$ cat src/rtl/serial_to_parallel_converter_if.sv
// Handshake bundle for the serial-to-parallel converter: serial bit stream in, parallel word out.
// The slave modport is the converter's view, the master modport is the driver/consumer's view.
interface serial_to_parallel_converter_if #(
    parameter int N = 8
);
    logic         ser_data;
    logic         ser_valid;
    logic         ser_ready;
    logic [N-1:0] par_data;
    logic         par_valid;
    logic         par_ready;

    modport slave (
        input  ser_data,
        input  ser_valid,
        output ser_ready,
        output par_data,
        output par_valid,
        input  par_ready
    );

    modport master (
        output ser_data,
        output ser_valid,
        input  ser_ready,
        input  par_data,
        input  par_valid,
        output par_ready
    );
endinterface

$ cat src/rtl/serial_to_parallel_converter.sv
// Assembles N handshaked serial bits into a word, double-buffered: a shift register keeps
// filling while the previous word waits in the output register for par_ready.
module serial_to_parallel_converter #(
    parameter int N         = 8,
    parameter bit MSB_FIRST = 1'b1
) (
    input  logic                           clk,
    input  logic                           rst,
    serial_to_parallel_converter_if.slave  bus
);
    localparam int CW = $clog2(N + 1);
    localparam logic [CW-1:0] CNT_FULL = CW'(N);
    localparam logic [CW-1:0] CNT_LAST = CW'(N - 1);

    logic [N-1:0]  sh_r;
    logic [CW-1:0] cnt_r;
    logic [N-1:0]  par_data_r;
    logic          par_valid_r;

    logic          ser_ready_s;
    logic          accept_s;
    logic          complete_s;
    logic          slot_free_s;
    logic [N-1:0]  sh_shifted_s;
    logic [N-1:0]  word_s;
    logic [N-1:0]  sh_next_s;
    logic [CW-1:0] cnt_next_s;
    logic [N-1:0]  par_data_next_s;
    logic          par_valid_next_s;

    // A full count means a word is parked in the shift register, so no more bits are taken.
    assign ser_ready_s = !rst && (cnt_r < CNT_FULL);
    assign accept_s    = bus.ser_valid && ser_ready_s;
    assign slot_free_s = !par_valid_r || bus.par_ready;
    assign complete_s  = (accept_s && (cnt_r == CNT_LAST)) || (cnt_r == CNT_FULL);

    // Next-state logic for the shift register, bit count and output slot.
    always_comb begin
        sh_shifted_s     = sh_r;
        word_s           = sh_r;
        sh_next_s        = sh_r;
        cnt_next_s       = cnt_r;
        par_data_next_s  = par_data_r;
        par_valid_next_s = par_valid_r;

        if (MSB_FIRST) begin
            sh_shifted_s = {sh_r[N-2:0], bus.ser_data};
        end else begin
            sh_shifted_s = {bus.ser_data, sh_r[N-1:1]};
        end

        if (accept_s) begin
            sh_next_s  = sh_shifted_s;
            cnt_next_s = cnt_r + CW'(1);
            word_s     = sh_shifted_s;
        end else begin
            sh_next_s  = sh_r;
            cnt_next_s = cnt_r;
            word_s     = sh_r;
        end

        // A complete word that cannot move yet stays parked with cnt held at N.
        if (complete_s && slot_free_s) begin
            par_data_next_s  = word_s;
            par_valid_next_s = 1'b1;
            cnt_next_s       = {CW{1'b0}};
        end else if (par_valid_r && bus.par_ready) begin
            par_valid_next_s = 1'b0;
        end else begin
            par_valid_next_s = par_valid_r;
        end
    end

    // State registers with synchronous reset.
    always_ff @(posedge clk) begin
        if (rst) begin
            sh_r        <= {N{1'b0}};
            cnt_r       <= {CW{1'b0}};
            par_data_r  <= {N{1'b0}};
            par_valid_r <= 1'b0;
        end else begin
            sh_r        <= sh_next_s;
            cnt_r       <= cnt_next_s;
            par_data_r  <= par_data_next_s;
            par_valid_r <= par_valid_next_s;
        end
    end

    assign bus.ser_ready = ser_ready_s;
    assign bus.par_data  = par_data_r;
    assign bus.par_valid = par_valid_r;
endmodule

$ cat src/flat_wrapper.sv
// flat-port wrapper written by rule: the top's interface ports become plain ports
module serial_to_parallel_converter_flat 
#(
    parameter int N         = 8,
    parameter bit MSB_FIRST = 1'b1
)
  (clk, rst, bus_ser_data, bus_ser_valid, bus_ser_ready, bus_par_data, bus_par_valid, bus_par_ready);
  serial_to_parallel_converter_if #(.N(N)) bus_i ();
  input  logic clk;
  input  logic rst;
  input wire logic [$bits(bus_i.ser_data)-1:0] bus_ser_data;
  input wire logic [$bits(bus_i.ser_valid)-1:0] bus_ser_valid;
  output wire logic [$bits(bus_i.ser_ready)-1:0] bus_ser_ready;
  output wire logic [$bits(bus_i.par_data)-1:0] bus_par_data;
  output wire logic [$bits(bus_i.par_valid)-1:0] bus_par_valid;
  input wire logic [$bits(bus_i.par_ready)-1:0] bus_par_ready;
  assign bus_i.ser_data = bus_ser_data;
  assign bus_i.ser_valid = bus_ser_valid;
  assign bus_ser_ready = bus_i.ser_ready;
  assign bus_par_data = bus_i.par_data;
  assign bus_par_valid = bus_i.par_valid;
  assign bus_i.par_ready = bus_par_ready;
  serial_to_parallel_converter #(.N(N), .MSB_FIRST(MSB_FIRST)) u_core (.clk(clk), .rst(rst), .bus(bus_i));
endmodule
$ cat config.mk
export PLATFORM = sky130hd
export DESIGN_NAME = serial_to_parallel_converter_flat
export DESIGN_NICKNAME = d
export VERILOG_FILES = /design/src/rtl/serial_to_parallel_converter_if.sv /design/src/rtl/serial_to_parallel_converter.sv /design/src/flat_wrapper.sv
export SDC_FILE = /design/constraint.sdc
export NUM_CORES = 1
export LEC_CHECK = 0
export CAP_MARGIN = 20
export CORE_MARGIN = 5
export CORE_UTILIZATION = 35
export CTS_CLUSTER_SIZE = 28
export DETAILED_ROUTE_END_ITERATION = 8
export PLACE_DENSITY_LB_ADDON = 0.08
export SLEW_MARGIN = 20
export SYNTH_ARGS = -nofsm -noshare
export SYNTH_HDL_FRONTEND = slang
export SYNTH_SLANG_ARGS = --single-unit
$ cat constraint.sdc
create_clock -name clk -period 1.65 [get_ports clk]
set_input_delay 0.2475 -clock clk [delete_from_list [all_inputs] [get_ports clk]]
set_output_delay 0.2475 -clock clk [all_outputs]
set_load 0.01 [all_outputs]
---- Word level (Yosys, flattened, before mapping) ----
Cells that the tools add are included.
word-level totals
  input port bits ......................... 5
  register bits ........................... 21
operators by class
  add/subtract/negate cells ............... 1
  multiplexer cells ....................... 3
  order comparisons ....................... 1
  equality and inequality tests ........... 2
  reduce and logical (&&, ||, !) cells .... 11
operators with widths
  operator                                            number
  2-to-1 mux 8 bit                                    1
  logical AND 1 bit                                   5
  adder 4 x 1 -> 4 bit (second input constant)        1
  == test 4 x 3 -> 1 bit (second input constant)      1
  == test 4 bit (second input constant)               1
  less-than comparator 4 bit (second input constant)  1
  zero test 1 bit                                     2
  logical OR 1 bit                                    2
  2-to-1 mux 1 bit                                    2
  nonzero test 2 bit                                  1
  OR reduction 2 bit                                  1

---- Depth between registers and ports, before layout ----
Gate-level depths: netlist of run 1.
  depth in word-level cells ............... 7
  gate-level depth with buffers ........... 6
  depth with buffers taken out ............ 6

---- Least setup slack after synthesis of run 1 ----
No wires, ideal clock.
  kind .................................... flip-flop to flip-flop
  start point ............................. reg u_core.cnt_r[0]
  end point ............................... reg u_core.par_data_r[0] (netlist: u_core.bus.par_data[0])
  library setup time ...................... 121 ps
  stages on the path, launching flop included .. 6
  path buffers ............................ 0
  period minus slack after synthesis ...... 1491 ps
  arrival time ............................ 1369 ps
  data required time ...................... 1529 ps
  setup slack ............................. 159 ps
  path through ............................ dfxtp_1 -> ha_1 -> nand3b_4 -> nor4b_4 -> nor2_4 -> mux2_4
on the way
  longest elaborated chain between the ends .. 6
ends and longest elaborated chain
  element                     RTL line                            text
  from (decl)                 serial_to_parallel_converter.sv:16  logic [CW-1:0] cnt_r;
  from (signal assigned)      serial_to_parallel_converter.sv:78  cnt_r <= {CW{1'b0}};
  from (signal assigned)      serial_to_parallel_converter.sv:83  cnt_r <= cnt_next_s;
  less-than comparator 4 bit  serial_to_parallel_converter.sv:32  assign ser_ready_s = !rst && (cnt_r < CNT_FULL);
  logical AND 1 bit           serial_to_parallel_converter.sv:32
  logical AND 1 bit           serial_to_parallel_converter.sv:33  assign accept_s = bus.ser_valid && ser_ready_s;
  logical AND 1 bit           serial_to_parallel_converter.sv:35  assign complete_s = (accept_s && (cnt_r == CNT_LAST)) || (cnt_r == CNT_FULL);
  logical OR 1 bit            serial_to_parallel_converter.sv:35
  logical AND 1 bit           serial_to_parallel_converter.sv:63  if (complete_s && slot_free_s) begin
  to (signal assigned)        serial_to_parallel_converter.sv:79  par_data_r <= {N{1'b0}};
  to (signal assigned)        serial_to_parallel_converter.sv:84  par_data_r <= par_data_next_s;
  to (decl)                   serial_to_parallel_converter.sv:17  logic [N-1:0] par_data_r;
Parallel ways exist; a longest one is shown, timed or not.
A chain may end at the register's enable or synchronous reset.

---- Worst setup path in the final report of run 1 ----
  start point ............................. reg u_core.cnt_r[1]
  end point ............................... reg u_core.par_data_r[7] (netlist: u_core.bus.par_data[7])
Same word-level chain as after synthesis.

==> results of run 1 <==
-- synthesized netlist by cell type, types with 2 or more instances --
master / n
sky130_fd_sc_hd__a21oi_1: 10
sky130_fd_sc_hd__nand3_1: 2
sky130_fd_sc_hd__inv_1: 2
sky130_fd_sc_hd__mux2_4: 8
sky130_fd_sc_hd__dfxtp_1: 21
sky130_fd_sc_hd__buf_2: 2
sky130_fd_sc_hd__ha_1: 2
sky130_fd_sc_hd__nor2_1: 6
sky130_fd_sc_hd__nand2_1: 17
sky130_fd_sc_hd__and2b_1: 8
-- where the power goes --
part,internal [uW],switching (uW)
combinational,28.6,32.7
clock,90.4,157
sequential,513,6.94
total,632,196
-- cell type report --
| class | instances | area [um^2] |
|---|---|---|
| Clock buffer | 3 | 22.5 |
| Clock inverter | 1 | 5.00 |
| Fill cell | 258 | 1300 |
| Inverter | 2 | 7.51 |
| Multi-Input combinational cell | 67 | 499 |
| Sequential cell | 21 | 428 |
| Tap cell | 30 | 37.5 |
| Timing Repair Buffer | 23 | 219 |
-- flip-flops by register name, summed over array words and instances (netlist names) --
signal,count
u_core.cnt_r,4
u_core.bus.par_data,8
u_core.sh_r,8
u_core.bus.par_valid,1
-- per-layer routing --
| layer | vias to the layer above | track usage [%] |
|---|---|---|
| met2 | 15 | 15.1 |
| met1 | 335 | 14.0 |
| li1 | 358 | - |
| met4 | 0 | 3.64 |
| met3 | 2 | 4.55 |
| met5 | - | 0 |
-- metrics by stage --
stage | total power, uW | hold slack [ps] | setup slack (ps) | area [um^2] | util [%]
floorplan | 564 | 396 | 159 | 940 | -
global placement | 590 | 457 | -149 | 1140 | 45.4
detailed placement | 591 | 458 | -160 | 1140 | 45.4
CTS | 840 | 479 | 21.2 | 1170 | 46.4
global route | 870 | 496 | -14.8 | 1220 | 48.3
finish | 828 | 486 | 55.4 | 1220 | 48.3
-- worst register-to-register path, cell delays in order, from the launching register on --
cell	delay, ps
sky130_fd_sc_hd__dfxtp_4	400
sky130_fd_sc_hd__ha_4	150
sky130_fd_sc_hd__nand3b_4	90
sky130_fd_sc_hd__nor4b_4	330
sky130_fd_sc_hd__nor2_4	80
sky130_fd_sc_hd__buf_12	150
sky130_fd_sc_hd__mux2_4	290
-- worst paths after layout --
kind	to	slack (ps)	cells after the start
max reg2reg	u_core.bus.par_data[7]	60	6
min reg2reg	u_core.sh_r[3]	490	2
min	u_core.sh_r[3]	490	2
max	u_core.bus.par_data[7]	60	6
-- logic make-up after synthesis --
| family | synth area share (%) |
|---|---|
| buf+inv | 3.46 |
| simple gates | 28.5 |
| compound gates | 6.92 |
| mux | 12.8 |
| flops | 44.7 |
| fa+ha+maj | 2.66 |
| xor+xnor | 0.932 |
-- what timing repair did --
action,in CTS,in global routing
pin swaps,0,3
buffers inserted,0,3
setup endpoints to repair,1,8
cloned,0,0
gates resized for setup,1,6
==> Implementation_results.wiki, run 1 <==
{| class="wikitable"
! Metric !! Value
|-
| Minimum clock period || roughly 1600 ps
|-
| Die ar. || approximately 3800 um^2
|-
| Portion of synthesized cell area occupied by the leading cell type || between 40% and 50%
|-
| Worst path slowest cell || sky130_fd_sc_hd__dfxtp_4
|-
| Horizontal die dimension || about 62 um
|-
| Via count of the first global-routing pass || between 600 and 700
|-
| Final weighted congestion of routability-driven global placement || roughly 0.73
|-
| Leading cell type in the layout, fill and taps excluded || sky130_fd_sc_hd__dfxtp_1
|-
| Worst Path Required || between 1500 and 2000 ps
|-
| Leak Pwr || around 0.00052 uW
|-
| Reg2reg start || u_core.cnt_r[1]
|-
| Worst-case headroom to the max-slew limit || 76.5%
|-
| Total setup violations reported at the end of the flow || 0
|-
| Hold Vio Cnt, Final || 0
|-
| Type of the tightest min-delay check || flip-flop to flip-flop
|-
| ANT cells || 0
|-
| Critical Path Fanout Max || 8
|-
| First-iteration detailed-routing DRC count || 11
|-
| Final non-filler cell total || 147
|-
| Primary FF master, synth || sky130_fd_sc_hd__dfxtp_1
|-
| GRT overflow || 0
|-
| Clock Pin Slew Worst Setup and Hold Paths || 120 ps
|-
| Detail Route met2 WL || 833 um
|-
| Wire length the detailed router placed on met1 || 913 um
|-
| Height of the chip || 61.8 um
|-
| Top cell type by total area after synthesis || sky130_fd_sc_hd__dfxtp_1
|-
| Proportion of register bits with asynchronous set or reset after synthesis || 0%
|-
| Top area cells in the synthesized netlist || sky130_fd_sc_hd__dfxtp_1 (45%), sky130_fd_sc_hd__mux2_4 (13%), sky130_fd_sc_hd__nand2_1 (6.8%)
|-
| CP Launch Type || flip-flop
|-
| Pin count of the biggest net entering global routing || 13
|-
| Power density of the placed cells || slightly below 700 nW/um^2
|-
| Final antenna-violating net count || 0
|-
| Net count after synthesis || between 100 and 150
|-
| Final Max Slew Viols || 0
|-
| Crit end category || flip-flop
|-
| First element of the critical path || u_core.cnt_r[1]
|-
| Number of cells produced by synthesis || 94
|-
| Count of standard-cell rows || 18
|-
| Type of the setup path with the least slack || flip-flop to flip-flop
|-
| Total Routing Usage GR || 10.5%
|-
| Max-cap violations || 0
|-
| Total negative slack || 0 ps
|-
| Timing-limited maximum frequency || around 0.63 GHz
|-
| Post-route clock period utilization || 96.6%
|-
| Layout overhead on the synthesized area || 29.7%
|-
| Top library cells by usage in the layout, fill and taps aside || sky130_fd_sc_hd__dfxtp_1 (19), sky130_fd_sc_hd__nand2_1 (17), sky130_fd_sc_hd__clkdlybuf4s50_1 (13)
|-
| Total number of nets in the final design || about 130
|-
| Post-synth design cell area || ~940 um^2
|-
| Cell total after placement || 141
|-
| Number of port buffers || 14
|-
| IR drop worst, VDD || slightly above 0.7 mV
|-
| Initial antenna violation count || 0
|-
| Per-instance average area after synthesis || ~10 um^2
|-
| Critical-path cell list || ha_4 -> nand3b_4 -> nor4b_4 -> nor2_4 -> buf_12 -> mux2_4
|-
| Share of final-layout standard cells stronger than drive strength 1 || between 20 and 25%
|-
| Wire length of the first global-routing pass || approximately 3 mm
|-
| Half-perimeter wire length after detailed placement || ~1.2 mm
|-
| Number of detailed-routing iterations run before antenna repair || 5
|-
| Via count || about 700
|-
| Length of routed met3 wiring || 92 um
|-
| H-tree lvl count || 1
|-
| Worst-Margin Slew || between 300 and 400 ps
|-
| Family with the most delay on the worst path || simple AND/OR/NAND/NOR gates
|-
| Post-route DRC violation count || 0
|-
| Arrival @ worst endpoint || about 1800 ps
|-
| Clk_lat worst skew || 300 ps
|-
| Max incr delay on CP || roughly 400 ps
|-
| CTS Buffer Depth || 2
|-
| Wire length per cell || about 13 um
|-
| Starting density of the core || a little under two fifths
|-
| Final setup skew || between 9 and 10 ps
|-
| CTS tree || done
|-
| Hold path startpoint || u_core.sh_r[2]
|-
| Quantity of hold-fixing buffers added after cts || 0
|-
| RSZ-0062 raised after global routing || true
|-
| Critical path buffer and inverter count || 1
|-
| Detail-routed via count per cell || 4.83
|-
| Post-synthesis cell type count || 26
|-
| Total wire length || 1.86 mm
|-
| Top-Level Pins || 15
|-
| Num Clock Sinks || 21
|-
| Core area || 2520 um^2
|-
| Outcome || finished clean
|-
| Post-synthesis sequential element count || 21
|-
| Count of flip-flops with a built-in enable after synthesis || 0
|-
| Sequential-to-total area share from yosys stat || between 40% and 50%
|-
| Cell at the root of the clock tree || sky130_fd_sc_hd__clkbuf_4
|-
| Synth warn || 0
|-
| Clock buffers created by TritonCTS || 3
|-
| Uppermost routed layer || met4
|}
No activity file was read; power rests on OpenSTA's default activity.
==> run 2, diff against run 1 <==
--- a/config.mk
+++ b/config.mk
@@ -6,6 +6,8 @@
 export NUM_CORES = 1
 export LEC_CHECK = 0
 export CAP_MARGIN = 20
+export CELL_PAD_IN_SITES_DETAIL_PLACEMENT = 1
+export CELL_PAD_IN_SITES_GLOBAL_PLACEMENT = 1
 export CORE_MARGIN = 5
 export CORE_UTILIZATION = 35
 export CTS_CLUSTER_SIZE = 28
==> Implementation_results.wiki, run 2 (synthesis gave the netlist of run 1 again) <==
{| class="wikitable"
! Metric !! Value
|-
| Total Routing Usage GR || 12.8% (+2.3 points)
|-
| Half-perimeter wire length after detailed placement || 1.57 mm (+28%)
|-
| Wire length per cell || 13.7 um (+8.4%)
|-
| Crit end category || flip-flop
|-
| Minimum clock period || 1560 ps (-34.6 ps)
|-
| Post-route clock period utilization || 94.5% (-2.1 points)
|-
| Worst-case headroom to the max-slew limit || 79.2% (+2.7 points)
|-
| Total wire length || 2.07 mm (+11%)
|-
| Hold Vio Cnt, Final || 0 (unchanged)
|-
| Wire length of the first global-routing pass || 3.48 mm (+18%)
|-
| Critical Path Fanout Max || 8 (unchanged)
|-
| Via count || 706 (-0.56%)
|-
| Number of port buffers || 14 (unchanged)
|-
| Number of detailed-routing iterations run before antenna repair || 3 (-2)
|-
| Detail-routed via count per cell || 4.68 (-3.2%)
|-
| Power density of the placed cells || 676 nW/um^2 (-0.53%)
|-
| Timing-limited maximum frequency || 0.641 GHz (+2.2%)
|-
| Via count of the first global-routing pass || 726 (+13%)
|-
| ANT cells || 0 (unchanged)
|-
| CTS Buffer Depth || 2 (unchanged)
|-
| Starting density of the core || 37.3% (unchanged)
|-
| Die ar. || 3820 um^2 (unchanged)
|-
| Top library cells by usage in the layout, fill and taps aside || sky130_fd_sc_hd__dfxtp_1 (19), sky130_fd_sc_hd__nand2_1 (17), sky130_fd_sc_hd__clkdlybuf4s50_1 (12), sky130_fd_sc_hd__buf_4 (12), sky130_fd_sc_hd__a21oi_1 (10)
|-
| Clock buffers created by TritonCTS || 3 (unchanged)
|-
| Hold path startpoint || u_core.sh_r[3]
|-
| H-tree lvl count || 1 (unchanged)
|-
| First-iteration detailed-routing DRC count || 18 (+7)
|-
| Outcome || finished clean
|-
| IR drop worst, VDD || 0.460 mV (-37%)
|-
| Type of the setup path with the least slack || flip-flop to flip-flop
|-
| GRT overflow || 0 (unchanged)
|-
| Total number of nets in the final design || 129 (+3.2%)
|-
| Total design power || 842 uW (+1.7%)
|-
| Share of final-layout standard cells stronger than drive strength 1 || 27.3% (+2.5 points)
|-
| Layout overhead on the synthesized area || 32.6%
|-
| Worst-Margin Slew || 311 ps (-41.9 ps)
|-
| Clock Pin Slew Worst Setup and Hold Paths || 130 ps (about the same)
|-
| Horizontal die dimension || 61.8 um (unchanged)
|-
| Worst hold slack after final layout || 465 ps (-21.1 ps)
|-
| Core area || 2520 um^2 (unchanged)
|-
| Top-Level Pins || 15 (unchanged)
|-
| Final Max Slew Viols || 0 (unchanged)
|-
| Cell at the root of the clock tree || sky130_fd_sc_hd__clkbuf_4
|-
| Pin count of the biggest net entering global routing || 13 (unchanged)
|-
| RSZ-0062 raised after global routing || false
|-
| Initial antenna violation count || 0 (unchanged)
|-
| Max-cap violations || 0 (unchanged)
|-
| Total setup violations reported at the end of the flow || 0 (unchanged)
|-
| CP Launch Type || flip-flop
|-
| Arrival @ worst endpoint || 1760 ps (-30 ps)
|-
| Fill cell count || 306 (+19%)
|-
| Count of standard-cell rows || 18 (unchanged)
|-
| Final weighted congestion of routability-driven global placement || 0.786 (+8.2%)
|-
| Worst Path Required || 1850 ps (about the same)
|-
| Type of the tightest min-delay check || flip-flop to flip-flop
|-
| Reg2reg start || u_core.cnt_r[0]
|-
| Quantity of hold-fixing buffers added after cts || 0 (unchanged)
|-
| Height of the chip || 61.8 um (unchanged)
|-
| Post-route DRC violation count || 0 (unchanged)
|-
| Final antenna-violating net count || 0 (unchanged)
|-
| CTS tree || done
|-
| Num Clock Sinks || 21 (unchanged)
|-
| Leading cell type in the layout, fill and taps excluded || sky130_fd_sc_hd__dfxtp_1
|-
| Leak Pwr || 0.000551 uW (+5.2%)
|-
| First element of the critical path || u_core.cnt_r[0]
|-
| Final setup skew || 12.9 ps (+3.85 ps)
|-
| Clk_lat worst skew || 310 ps (about the same)
|}
==> run 2: cell type report <==
cell class | count | area (um^2) | area share (%)
clock buffers | 3 | 22.5 | 1.81
clock inverters | 1 | 5.00 | 0.402
inverters | 2 | 7.51 | 0.602
multi-input cells | 67 | 499 | 40.1
flip-flops and latches | 21 | 423 | 33.9
well taps | 30 | 37.5 | 3.01
repair buffers | 27 | 251 | 20.2
==> run 2: power by group <==
part / leakage [uW] / switching (uW) / internal (uW)
clock network: 0.0000177 / 160 / 90.5
logic: 0.000363 / 34.8 / 35.2
registers: 0.000170 / 6.92 / 514
total: 0.000551 / 202 / 640
==> run 2: worst max-delay path, stage by stage (launching register included) <==
cell                       delay [ps]
sky130_fd_sc_hd__dfxtp_2          400
sky130_fd_sc_hd__ha_4             160
sky130_fd_sc_hd__nand3b_4          90
sky130_fd_sc_hd__nor4b_4          310
sky130_fd_sc_hd__nor2_4            60
sky130_fd_sc_hd__buf_12           150
sky130_fd_sc_hd__mux2_4           290
==> run 2: final timing paths <==
kind	end	slack, ps	depth (start not counted)
setup reg to reg	u_core.bus.par_data[1]	90	6
setup / recovery	u_core.bus.par_data[1]	90	6
hold / removal	u_core.sh_r[4]	460	2
hold reg to reg	u_core.sh_r[4]	460	2
==> run 2: repair_timing <==
action,CTS,global route
buffers inserted,1,0
setup endpoints to repair,9,9
gates resized for setup,5,1
pin swaps,1,1
==> run 2: metrics by stage <==
step | setup TNS (ps) | instance area [um^2] | instances | setup WS [ps] | util [%]
after floorplan | 0 | 940 | 94 | 159 | -
after global placement | -1310 | 1190 | 146 | -145 | 47.4
after detailed placement | -1770 | 1190 | 146 | -202 | 47.4
after CTS | 0 | 1240 | 151 | 1.44 | 49.3
after global routing | 0 | 1250 | 151 | 14.6 | 49.4
final | 0 | 1250 | 151 | 90.0 | 49.4
==> run 2: layer usage <==
metal / up-vias / GRT usage [%] / routed length, um
li1: 363 / - / -
met1: 329 / 15.8 / 992
met2: 12 / 20.0 / 929
met3: 2 / 5.17 / 121
met4: 0 / 4.55 / 25
met5: - / 0 / 0
==> run 3, diff against run 2 <==
--- a/config.mk
+++ b/config.mk
@@ -12,7 +12,9 @@
 export CORE_UTILIZATION = 35
 export CTS_CLUSTER_SIZE = 28
 export DETAILED_ROUTE_END_ITERATION = 8
+export HOLD_SLACK_MARGIN = 0.15
 export PLACE_DENSITY_LB_ADDON = 0.08
+export SKIP_CTS_REPAIR_TIMING = 1
 export SLEW_MARGIN = 20
 export SYNTH_ARGS = -nofsm -noshare
 export SYNTH_HDL_FRONTEND = slang
==> constraint.sdc (replaced) <==
create_clock -name clk -period 1.65 [get_ports clk]
set_input_delay 0.33 -clock clk [delete_from_list [all_inputs] [get_ports clk]]
set_output_delay 0.33 -clock clk [all_outputs]
set_load 0.01 [all_outputs]
==> Implementation_results.wiki, run 3 (synthesis gave the netlist of run 1 again) <==
{| class="wikitable"
! Metric !! Value
|-
| Die ar. || 3820 um^2 (unchanged)
|-
| First-iteration detailed-routing DRC count || 4 (-14)
|-
| RSZ-0062 raised after global routing || false
|-
| Total Routing Usage GR || 12.7% (-0.042 points)
|-
| Critical-path cell list || clkdlybuf4s50_1 -> nand3b_4 -> nor4b_4 -> nor2_4 -> buf_12 -> mux2_4
|-
| Timing-limited maximum frequency || 0.622 GHz (-3.0%)
|-
| Post-route DRC violation count || 0 (unchanged)
|-
| Count of standard-cell rows || 18 (unchanged)
|-
| Horizontal die dimension || 61.8 um (unchanged)
|-
| Number of port buffers || 14 (unchanged)
|-
| CP Launch Type || input port
|-
| Wire length of the first global-routing pass || 3.61 mm (+3.8%)
|-
| Num Clock Sinks || 21 (unchanged)
|-
| Type of the setup path with the least slack || input port to flip-flop
|-
| Cell total after placement || 146 (unchanged)
|-
| Endpoint of the worst register-to-register path || u_core.bus.par_data[0]
|-
| Half-perimeter wire length after detailed placement || 1.56 mm (-0.79%)
|-
| Area taken by flip-flops and latches || 425 um^2 (+0.59%)
|-
| Hold path startpoint || u_core.sh_r[3]
|-
| Internal reg-to-reg setup slack || 70 ps (-20 ps)
|-
| Layout overhead on the synthesized area || 33.3%
|-
| Hold Vio Cnt, Final || 0 (unchanged)
|-
| Max-cap violations || 0 (unchanged)
|-
| Clock buffers created by TritonCTS || 3 (unchanged)
|-
| ANT cells || 0 (unchanged)
|-
| Clk_lat worst skew || 300 ps (about the same)
|-
| Starting density of the core || 37.3% (unchanged)
|-
| Final setup skew || 4.06 ps (-8.83 ps)
|-
| Via count || 747 (+5.8%)
|-
| Outcome || finished clean
|-
| Reg2reg start || u_core.cnt_r[1]
|-
| Worst path slowest cell || sky130_fd_sc_hd__clkdlybuf4s50_1
|-
| Max incr delay on CP || 530 ps (+130 ps)
|-
| Fill cell count || 299 (-2.3%)
|-
| Top library cells by usage in the layout, fill and taps aside || sky130_fd_sc_hd__dfxtp_1 (19), sky130_fd_sc_hd__nand2_1 (17), sky130_fd_sc_hd__clkdlybuf4s50_1 (12), sky130_fd_sc_hd__buf_4 (12), sky130_fd_sc_hd__a21oi_1 (10)
|-
| Worst reg-to-reg path cell count || 6 (unchanged)
|-
| Final weighted congestion of routability-driven global placement || 0.824 (+4.8%)
|-
| Type of the tightest min-delay check || flip-flop to flip-flop
|-
| Crit end category || flip-flop
|-
| Post-route clock period utilization || 97.5% (+2.9 points)
|-
| Worst-Margin Slew || 291 ps (-19.4 ps)
|-
| Share of final-layout standard cells stronger than drive strength 1 || 27.3% (unchanged)
|-
| Worst Path Required || 1850 ps (about the same)
|-
| Total design power || 846 uW (+0.44%)
|-
| Minimum clock period || 1610 ps (+48.7 ps)
|-
| Worst hold endpoint || u_core.sh_r[4]
|-
| Via count of the first global-routing pass || 828 (+14%)
|-
| Leak Pwr || 0.000559 uW (+1.5%)
|-
| Number of instances on the worst hold path || 2 (unchanged)
|-
| Total number of nets in the final design || 129 (unchanged)
|-
| Arrival @ worst endpoint || 1810 ps (+50 ps)
|-
| Multi-input combinational cell area || 499 um^2 (unchanged)
|-
| Detail-routed via count per cell || 4.95 (+5.8%)
|-
| Power density of the placed cells || 675 nW/um^2 (about the same)
|-
| Pin count of the biggest net entering global routing || 13 (unchanged)
|-
| Critical Path Fanout Max || 8 (unchanged)
|-
| Final Max Slew Viols || 0 (unchanged)
|-
| Final non-filler cell total || 151 (unchanged)
|-
| Wire length per cell || 13.8 um (+0.68%)
|-
| Core area || 2520 um^2 (unchanged)
|-
| Top-Level Pins || 15 (unchanged)
|-
| Initial antenna violation count || 0 (unchanged)
|-
| Total setup violations reported at the end of the flow || 0 (unchanged)
|-
| Final antenna-violating net count || 0 (unchanged)
|-
| CTS Buffer Depth || 2 (unchanged)
|-
| H-tree lvl count || 1 (unchanged)
|-
| Clock Pin Slew Worst Setup and Hold Paths || 130 ps (about the same)
|-
| Cell at the root of the clock tree || sky130_fd_sc_hd__clkbuf_4
|-
| Height of the chip || 61.8 um (unchanged)
|-
| CTS tree || done
|-
| GRT overflow || 0 (unchanged)
|-
| Total wire length || 2.08 mm (+0.68%)
|-
| Leading cell type in the layout, fill and taps excluded || sky130_fd_sc_hd__dfxtp_1
|-
| Number of detailed-routing iterations run before antenna repair || 3 (unchanged)
|-
| IR drop worst, VDD || 0.494 mV (+7.3%)
|-
| Worst-case headroom to the max-slew limit || 80.5% (+1.3 points)
|}
[run 3: worst max-delay path by stage]
stage | slack [ps] | end | from
after floorplan | 160 | u_core.bus.par_data[0] | u_core.cnt_r[0]
after global placement | -260 | bus_ser_ready | rst
after detailed placement | -260 | bus_ser_ready | rst
after CTS | -280 | bus_ser_ready | rst
after global routing | 10 | u_core.bus.par_data[3] | u_core.cnt_r[0]
final | 40 | u_core.bus.par_data[0] | bus_ser_valid
[run 3: metal layers]
metal | up-vias | share of wire (%) | track usage (%)
li1 | 365 | - | -
met1 | 367 | 45 | 14.8
met2 | 11 | 49 | 22.0
met3 | 4 | 4.0 | 3.51
met4 | 0 | 1.5 | 5.15
met5 | - | 0 | 0
[run 3: cell type report]
cell class                      instances  share of cell area, %
Sequential cell                        21                   34.0
Clock inverter                          1                  0.400
Clock buffer                            3                   1.80
Tap cell                               30                   3.00
Multi-Input combinational cell         67                   39.9
Inverter                                2                  0.599
Timing Repair Buffer                   27                   20.4
[run 3: through the flow]
step / setup WS [ps] / TNS, ps / hold WS (ps) / util, % / area, um^2
after floorplan: 159 / 0 / 434 / - / 940
after CTS: -280 / -456 / 491 / 48.5 / 1220
after detailed placement: -259 / -2560 / 470 / 47.4 / 1190
after global routing: 9.76 / 0 / 507 / 49.7 / 1250
after global placement: -257 / -2350 / 448 / 47.4 / 1190
final: 41.4 / 0 / 487 / 49.7 / 1250
[run 3: worst max-delay path: cells and delay by family]
family / cells / cell delay (ps)
buffers and inverters: 2 / 680
and+or+nand+nor: 3 / 510
muxes: 1 / 290
[run 3: report_power, final]
group | internal (uW) | total, uW | switching [uW]
combinational | 36.2 | 70.9 | 34.7
clock | 90.2 | 254 | 164
sequential | 514 | 521 | 7.54
